**src/rtl/if_fetch.sv**
```systemverilog
// if_fetch: instruction-fetch stage of the 5-stage RV32I pipeline.
// Fetches one 32-bit little-endian instruction as four byte reads over the
// shared byte-wide memory port, then presents {pc+4, instruction} to IF/ID.
// Redirects from decode override everything except reset; 32'h0 is a bubble.
//
// Optional feature: define IF_ICACHE_EN to add a 16-entry direct-mapped word
// cache (index pc[5:2], tag pc[ADDR_W-1:6]) that skips the byte sequence on a hit.

module if_fetch #(
    parameter int unsigned       ADDR_W   = 32,
    parameter logic [ADDR_W-1:0] RESET_PC = '0
) (
    input  logic              clk,
    input  logic              rst,
    input  logic              stall,
    input  logic              br_en,
    input  logic [ADDR_W-1:0] br_target,
    input  logic              mem_gnt,
    output logic              mem_req,
    output logic [ADDR_W-1:0] mem_addr,
    input  logic [7:0]        mem_din,
    output logic              if_valid,
    output logic [ADDR_W-1:0] if_pc,
    output logic [31:0]       if_is
);

    typedef enum logic [2:0] {
        StF0   = 3'd0,
        StF1   = 3'd1,
        StF2   = 3'd2,
        StF3   = 3'd3,
        StWait = 3'd4,
        StHold = 3'd5
    } state_e;

    state_e            state_q, state_d;
    logic [ADDR_W-1:0] pc_q, pc_d;
    logic [ADDR_W-1:0] pc_plus4;
    logic              pend_q, pend_d;
    logic [1:0]        pidx_q, pidx_d;
    logic [31:0]       buf_q, buf_d;
    logic              out_valid_q, out_valid_d;
    logic [ADDR_W-1:0] out_pc_q, out_pc_d;
    logic [31:0]       out_is_q, out_is_d;
    logic              req_c;
    logic [1:0]        byte_idx;

    assign pc_plus4 = pc_q + ADDR_W'(4);

`ifdef IF_ICACHE_EN
    localparam int unsigned TagW = ADDR_W - 6;

    logic [15:0]     cv_q, cv_d;
    logic [TagW-1:0] ctag_q [16];
    logic [31:0]     cdata_q [16];
    logic [3:0]      cidx;
    logic [TagW-1:0] ctag;
    logic            cache_hit;
    logic            cache_we;

    assign cidx      = pc_q[5:2];
    assign ctag      = pc_q[ADDR_W-1:6];
    assign cache_hit = cv_q[cidx] && (ctag_q[cidx] == ctag);

    // Mark the filled entry valid; only valid bits are reset so rst leaves the cache cold.
    always_comb begin
        cv_d = cv_q;
        if (cache_we) begin
            cv_d[cidx] = 1'b1;
        end
    end

    // Cache valid bits.
    always_ff @(posedge clk) begin
        if (rst) begin
            cv_q <= '0;
        end else begin
            cv_q <= cv_d;
        end
    end

    // Cache tag/data storage; buf_d already holds the byte captured during WAIT.
    always_ff @(posedge clk) begin
        if (cache_we) begin
            ctag_q[cidx]  <= ctag;
            cdata_q[cidx] <= buf_d;
        end
    end
`endif

    // Next-state, capture, output-register and memory-request logic.
    always_comb begin
        state_d     = state_q;
        pc_d        = pc_q;
        pend_d      = 1'b0;
        pidx_d      = pidx_q;
        buf_d       = buf_q;
        out_valid_d = out_valid_q;
        out_pc_d    = out_pc_q;
        out_is_d    = out_is_q;
        req_c       = 1'b0;
        byte_idx    = 2'd0;
`ifdef IF_ICACHE_EN
        cache_we    = 1'b0;
`endif

        // A byte granted last cycle lands now, whatever state we are in.
        if (pend_q) begin
            buf_d[8*pidx_q +: 8] = mem_din;
        end

        unique case (state_q)
            StF0: begin
`ifdef IF_ICACHE_EN
                if (cache_hit) begin
                    out_valid_d = 1'b1;
                    out_is_d    = cdata_q[cidx];
                    out_pc_d    = pc_plus4;
                    pc_d        = pc_plus4;
                    state_d     = StHold;
                end else
`endif
                begin
                    req_c    = 1'b1;
                    byte_idx = 2'd0;
                    if (mem_gnt) begin
                        pend_d  = 1'b1;
                        pidx_d  = 2'd0;
                        state_d = StF1;
                    end
                end
            end
            StF1: begin
                req_c    = 1'b1;
                byte_idx = 2'd1;
                if (mem_gnt) begin
                    pend_d  = 1'b1;
                    pidx_d  = 2'd1;
                    state_d = StF2;
                end
            end
            StF2: begin
                req_c    = 1'b1;
                byte_idx = 2'd2;
                if (mem_gnt) begin
                    pend_d  = 1'b1;
                    pidx_d  = 2'd2;
                    state_d = StF3;
                end
            end
            StF3: begin
                req_c    = 1'b1;
                byte_idx = 2'd3;
                if (mem_gnt) begin
                    pend_d  = 1'b1;
                    pidx_d  = 2'd3;
                    state_d = StWait;
                end
            end
            StWait: begin
                // Byte 3 arrives this cycle, so assemble from buf_d rather than buf_q.
                out_valid_d = 1'b1;
                out_is_d    = buf_d;
                out_pc_d    = pc_plus4;
                pc_d        = pc_plus4;
                state_d     = StHold;
`ifdef IF_ICACHE_EN
                cache_we    = 1'b1;
`endif
            end
            StHold: begin
                if (!stall) begin
                    out_valid_d = 1'b0;
                    out_is_d    = '0;
                    out_pc_d    = '0;
                    state_d     = StF0;
                end
            end
            default: begin
                state_d = StF0;
            end
        endcase

        // Redirect beats stall and every state; any byte in flight is dropped.
        if (br_en) begin
            pc_d        = br_target;
            state_d     = StF0;
            pend_d      = 1'b0;
            out_valid_d = 1'b0;
            out_is_d    = '0;
            out_pc_d    = '0;
`ifdef IF_ICACHE_EN
            cache_we    = 1'b0;
`endif
        end
    end

    // Pipeline state and output register; synchronous active-high reset.
    always_ff @(posedge clk) begin
        if (rst) begin
            state_q     <= StF0;
            pc_q        <= RESET_PC;
            pend_q      <= 1'b0;
            pidx_q      <= 2'd0;
            buf_q       <= '0;
            out_valid_q <= 1'b0;
            out_pc_q    <= '0;
            out_is_q    <= '0;
        end else begin
            state_q     <= state_d;
            pc_q        <= pc_d;
            pend_q      <= pend_d;
            pidx_q      <= pidx_d;
            buf_q       <= buf_d;
            out_valid_q <= out_valid_d;
            out_pc_q    <= out_pc_d;
            out_is_q    <= out_is_d;
        end
    end

    // Memory request is combinational from state/pc, forced idle while rst is held.
    assign mem_req  = req_c && !rst;
    assign mem_addr = (req_c && !rst) ? (pc_q + ADDR_W'(byte_idx)) : '0;

    assign if_valid = out_valid_q;
    assign if_pc    = out_pc_q;
    assign if_is    = out_is_q;

endmodule
```
**config.mk**
```make
export PLATFORM = sky130hd
export DESIGN_NAME = if_fetch
export DESIGN_NICKNAME = d
export VERILOG_FILES = /design/src/rtl/if_fetch.sv
export SDC_FILE = /design/constraint.sdc
export NUM_CORES = 1
export LEC_CHECK = 0
export CORE_ASPECT_RATIO = 1.75
export CORE_MARGIN = 2
export CORE_UTILIZATION = 40
export CTS_CLUSTER_SIZE = 20
export DETAILED_ROUTE_END_ITERATION = 7
export PLACE_DENSITY = 0.72
export SYNTH_ARGS = -nofsm -noshare
export SYNTH_HDL_FRONTEND = slang
export SYNTH_SLANG_ARGS = --single-unit
export TNS_END_PERCENT = 5
```
**constraint.sdc**
```tcl
create_clock -name clk -period 9.1 [get_ports clk]
set_input_delay 1.82 -clock clk [delete_from_list [all_inputs] [get_ports clk]]
set_output_delay 1.82 -clock clk [all_outputs]
set_load 0.02 [all_outputs]
```
==> summary.md, run 1 <==
| Metric | Value |
|---|---|
| Status | completed |
| CTS Root Cell | clkbuf_16 |
| Post-CTS Setup Repair Bufs | 0 |
| EDFF count, synth | 0 |
| Flops & latches, synth | 135 |
| # setup viols final | 0 |
| Top area cells in the synthesized netlist | dfxtp_1 42%, a22o_1 4.6%, nor2_1 4.6% |
| Slew @ Worst Pin | 1.09 ns |
| Critical Path Start Type | primary input |
| PortBufs | 142 |
| Worst VDD drop | 127 uV |
| Clk Latency, worst-skew pair | 0.42 ns |
| Vias per inst | 5.99 |
| Share of cells above drive strength 1 | 5.88% |
| WL/cell | 18.7 microns |
| Fin Hold WS | 0.442 ns |
| Nets | 908 |
| Clk slew on worst S/H paths | 0.07 ns |
| Fmax | 159 MHz |
| PwrDens | 169 mW/mm^2 |
| PostCTS Resize Cnt | 0 |
| Critical path class | in -> out |
| Chip height | 173 microns |
| Final worst path period share | 69.3% |
| Post-synth top cells | 135 x dfxtp_1, 79 x nor2_1, 66 x nand2_1 |
| First-pass GRT wire length | 31400 microns |
| Final WS setup | 2.79 ns |
| Share of the synthesized area in the top cell type | 41.6% |
| RSZ-0062 raised after global routing | false |
| Syn avg cell area | 8.52 sq um |
| Vias in the first global route | 6010 |
| Final Skew | 0.0134 ns |
| Number of CTS-inserted buffers | 17 |
| ANT nets after route | 0 |
| Place WS | 2.68 ns |
| Die width | 100 microns |
| Bufs on Longest Clock Path | 2 |
| Fin cells | 1056 |
| Tot GR Track Use | 22.7% |
| CTS H-tree lvls | 4 |
| Gpl congestion | 0.876 |
| Fill count | 1466 |
| Hold/Removal Path Class | reg -> reg |
| Register area share after synthesis | 41.6% |
| TNS Setup | 0 ns |
| Pre-antenna DRT Iters | 5 |
| Max-slew violation count | 0 |
| # rows | 61 |
| I/O pins | 143 |
| Hold_buf cts | 0 |
| Initial drt markers | 347 |
| Commonest register cell after synthesis | dfxtp_1 |
| DRC | 0 |
| Synth Warn # | 0 |
| Core Region | 0.0159 sq mm |
| Die area | 0.0173 sq mm |
| Total number of vias | 6324 |
| Placed insts | 1024 |
| Worst setup EP type | output port |
| Starting Density | 40.9% |
| Post-synthesis cell count | 763 |
| Largest net degree at the start of global routing | 73 |
| Syn_nets | 817 |
| CTS tree | built |
| Most numerous cell in the Yosys netlist | dfxtp_1 |
| WL final | 19700 microns |
| WP data required | 7.28 ns |
| Post-Syn Area | 0.00650 sq mm |
| Initial antenna violation count | 0 |
| Diodes inserted | 0 |
| Pwr Total | 0.00144 W |
| CP max FO | 72 |
| Detail Placement HPWL | 13600 microns |
| CTS Sinks | 135 |
| Total grt overflow | 0 |
| Synthesis-to-layout area growth | 31.0% |
| Tmin final | 6.31 ns |
| Rel. slew slack | 27.4% |
| Top cell type by total area after synthesis | dfxtp_1 |
| Leakage Power | 2.91 nW |
| FFs w/ async S/R, synth | 0% |
| Worst Path Arrival | 4.49 ns |
| Total of max-cap violations | 0 |
| Distinct cell type count after synthesis | 51 |
| Final Hold Fails | 0 |
layout by cell type (no fill, tap or decap), types with 10 or more instances in the layout:
master,instances
a21oi_1,23
a22o_1,34
a32oi_1,32
clkbuf_16,17
clkdlybuf4s50_1,141
dfxtp_1,135
inv_1,10
nand2_1,66
nand3_1,33
nand4_1,19
nor2_1,78
o211ai_1,23
o21ai_0,26
o31ai_1,11
or3_1,17
or4_1,35
xnor2_1,11
xor2_1,24
cell families after synthesis:
kind of cell	after synthesis	share of synthesized area, %
buf+inv	91	5.58
fa+ha+maj	9	1.85
xor+xnor	35	4.72
simple gates	302	24.4
mux	3	0.462
flops	135	41.6
compound gates	188	21.4
power by group:
part	internal, W	switching, W	total, W
clock network	0.000396	0.000311	0.000707
logic	0.0000501	0.0000575	0.000108
registers	0.000602	0.0000246	0.000627
total	0.00105	0.000393	0.00144
final timing paths:
check	from	to	slack, ns	cells after the start
worst max-delay path	rst	mem_addr[21]	2.79	7
worst min-delay path	if_valid	if_valid	0.44	2
worst max register to register	state_q[2]	pc_q[24]	6.07	5
worst min register to register	if_valid	if_valid	0.44	2
layer usage:
layer  up-vias  share of wire (%)  track usage (%)
met5         -                  0                0
met4         0                3.9             11.1
met3        49                6.5             5.13
met2       264                 52             39.7
met1      2973                 37             25.4
li1       3038                  -                -
area by class of cell:
class                           instances  area (sq um)  area share, %
Multi-Input combinational cell        537          3450           40.5
Sequential cell                       135          2700           31.7
Timing Repair Buffer                  150          1480           17.3
Clock buffer                           17           425           5.00
Tap cell                              189           236           2.78
Clock inverter                         15           176           2.07
Inverter                               13          48.8          0.573
sequential cells by signal, indices dropped and copies added (netlist names):
name / cells
pidx_q: 2
if_pc: 32
buf_q: 32
state_q: 3
pend_q: 1
if_valid: 1
pc_q: 32
if_is: 32
critical path, cell delays in order:
cell             delay (ns)
buf_2                  0.07
buf_4                  0.58
or2_2                  0.59
clkinv_1               0.47
o311ai_0               0.23
o41ai_1                0.13
clkdlybuf4s50_1        0.57
metrics by stage:
stage	cell area (sq um)	util, %
global placement	7910	49.8
detailed placement	7910	49.8
global route	8510	53.6
CTS	8510	53.6
finish	8510	53.6
floorplan	6500	-
Note: power is estimated with default switching activity, not from simulation.
==> run 2: changes to the inputs <==
- PLACE_DENSITY: 0.72 -> 0.74
- clock period: 9.1 -> 5.55 ns (I/O delays scaled with it)
==> run 2 against run 1 <==
  * Core utilization down 0.063 points
  * Clock power up 64%
  * Final area down 0.12%
  * Hold slack better by 0.0042 ns
  * Via count up 0.25%
  * Sequential cell count unchanged
  * Wire length up 1.5%
  * Critical endpoint is now mem_addr[20]
==> summary.md, run 2 (same netlist as run 1, synthesis figures left out) <==
| Metric | Value |
|---|---|
| Status | completed |
| DRC | 0 (unchanged) |
| I/O pins | 143 (unchanged) |
| Clk Latency, worst-skew pair | 0.43 ns (about the same) |
| Worst Path Arrival | 3.85 ns (-0.64 ns) |
| Critical Path Start Type | register |
| Gpl congestion | 0.864 (-1.4%) |
| Tmin final | 4.96 ns |
| Pwr Total | 0.00237 W (+64%) |
| Core Region | 0.0159 sq mm (unchanged) |
| Most frequent cells in the layout | 141 x clkdlybuf4s50_1, 135 x dfxtp_1, 78 x nor2_1 |
| Total of max-cap violations | 0 (unchanged) |
| Post-CTS Setup Repair Bufs | 0 (unchanged) |
| Synthesis-to-layout area growth | 30.8% |
| PwrDens | 279 mW/mm^2 (+64%) |
| Pre-antenna DRT Iters | 5 (unchanged) |
| Final Hold Fails | 0 (unchanged) |
| Starting Density | 40.9% (unchanged) |
| Fmax | 202 MHz |
| Initial antenna violation count | 0 (unchanged) |
| TNS Setup | 0 ns (unchanged) |
| Number of CTS-inserted buffers | 17 (unchanged) |
| Total number of vias | 6340 (+0.25%) |
| Nets | 907 (-0.11%) |
| CTS tree | built |
| Total grt overflow | 0 (unchanged) |
| Max-slew violation count | 0 (unchanged) |
| Fin cells | 1055 (-0.095%) |
| Rel. slew slack | 31.3% (+3.9 points) |
| WP data required | 4.44 ns (-2.84 ns) |
| Place WS | 1.04 ns (-1.64 ns) |
| Commonest non-fill, non-tap cell in the layout | clkdlybuf4s50_1 |
| Final Skew | 0.00883 ns (-0.00454 ns) |
| Worst setup EP type | output port |
| Slew @ Worst Pin | 1.03 ns (-0.0578 ns) |
| Fill count | 1474 (+0.55%) |
| CTS H-tree lvls | 4 (unchanged) |
| # setup viols final | 0 (unchanged) |
| Leakage Power | 2.91 nW (-0.24%) |
| Share of cells above drive strength 1 | 5.77% (-0.11 points) |
| RSZ-0062 raised after global routing | false |
| Final core utilization | 53.6% (-0.063 points) |
| Vias per inst | 6.01 (+0.35%) |
| Tot GR Track Use | 22.8% (+0.079 points) |
| Detail Placement HPWL | 13800 microns (+1.5%) |
| Chip height | 173 microns (unchanged) |
| Placed insts | 1023 (-0.098%) |
| WL/cell | 19.0 microns (+1.6%) |
| Vias in the first global route | 5895 (-1.9%) |
| Bufs on Longest Clock Path | 2 (unchanged) |
| # rows | 61 (unchanged) |
| PostCTS Resize Cnt | 0 (unchanged) |
| Diodes inserted | 0 (unchanged) |
| ANT nets after route | 0 (unchanged) |
| Die width | 100 microns (unchanged) |
| CTS Root Cell | clkbuf_16 |
| PortBufs | 142 (unchanged) |
| Initial drt markers | 371 (+6.9%) |
| Hold_buf cts | 0 (unchanged) |
| Largest net degree at the start of global routing | 72 (-1.4%) |
| Clk slew on worst S/H paths | 0.07 ns (about the same) |
| Hold/Removal Path Class | reg -> reg |
| Worst VDD drop | 225 uV (+78%) |
| Die area | 0.0173 sq mm (unchanged) |
| CTS Sinks | 135 (unchanged) |
| WL final | 20000 microns (+1.5%) |
| Final WS setup | 0.590 ns (-2.20 ns) |
| Critical path class | reg -> out |
| Final worst path period share | 89.4% |
| CP max FO | 11 (-85%) |
| First-pass GRT wire length | 31200 microns (-0.61%) |
run 2: cell types whose count changed in the layout (fill, tap and decap cells not counted):
cell,previous run,this run
inv_6,5,6
inv_8,7,6
buf_4,8,7
run 2: worst max-delay path, cell delays in order, from the launching register on:
cell             delay (ns)
dfxtp_1                0.50
nor2b_1                0.22
ha_1                   0.23
fa_1                   0.35
inv_1                  0.11
or4_1                  0.76
or3_1                  0.43
a21oi_1                0.18
clkdlybuf4s50_1        0.63
run 2: layout make-up:
type,instances,area [sq um],area share (%)
Timing Repair Buffer,149,1470,17.3
Clock inverter,15,174,2.05
Clock buffer,17,425,5.00
Inverter,13,48.8,0.574
Tap cell,189,236,2.78
Multi-Input combinational cell,537,3450,40.5
Sequential cell,135,2700,31.8
run 2: stage by stage:
| stage | cell area, sq um | hold slack (ns) |
|---|---|---|
| floorplan | 6500 | 0.443 |
| global placement | 7900 | 0.438 |
| detailed placement | 7900 | 0.441 |
| CTS | 8500 | 0.452 |
| global route | 8500 | 0.477 |
| finish | 8500 | 0.446 |
run 2: path summary, 6_finish.rpt:
| path | startpoint | end | slack [ns] | cells after the start |
|---|---|---|---|---|
| worst max-delay path | state_q[0] | mem_addr[20] | 0.59 | 8 |
| worst min-delay path | if_valid | if_valid | 0.45 | 2 |
| worst max register to register | state_q[2] | pc_q[28] | 2.45 | 4 |
| worst min register to register | if_valid | if_valid | 0.45 | 2 |
run 2: power by group:
part	internal, W	switching (W)	leakage [nW]
sequential	0.000987	0.0000409	1.10
clock	0.000647	0.000514	0.294
combinational	0.0000822	0.0000974	1.52
run 2: metal layers:
layer  global-route usage (%)  vias up  share of wire [%]
met1                     25.4     2973                 37
met5                        0        -                  0
met4                     12.4        0                5.0
met2                     39.1      284                 51
li1                         -     3023                  -
met3                     5.62       60                7.0
==> run 3: changes to the inputs <==
- GPL_ROUTABILITY_DRIVEN: not set -> 0
==> results of run 3 <==
No change in the layout: final DEF, timing and power equal those of run 2.
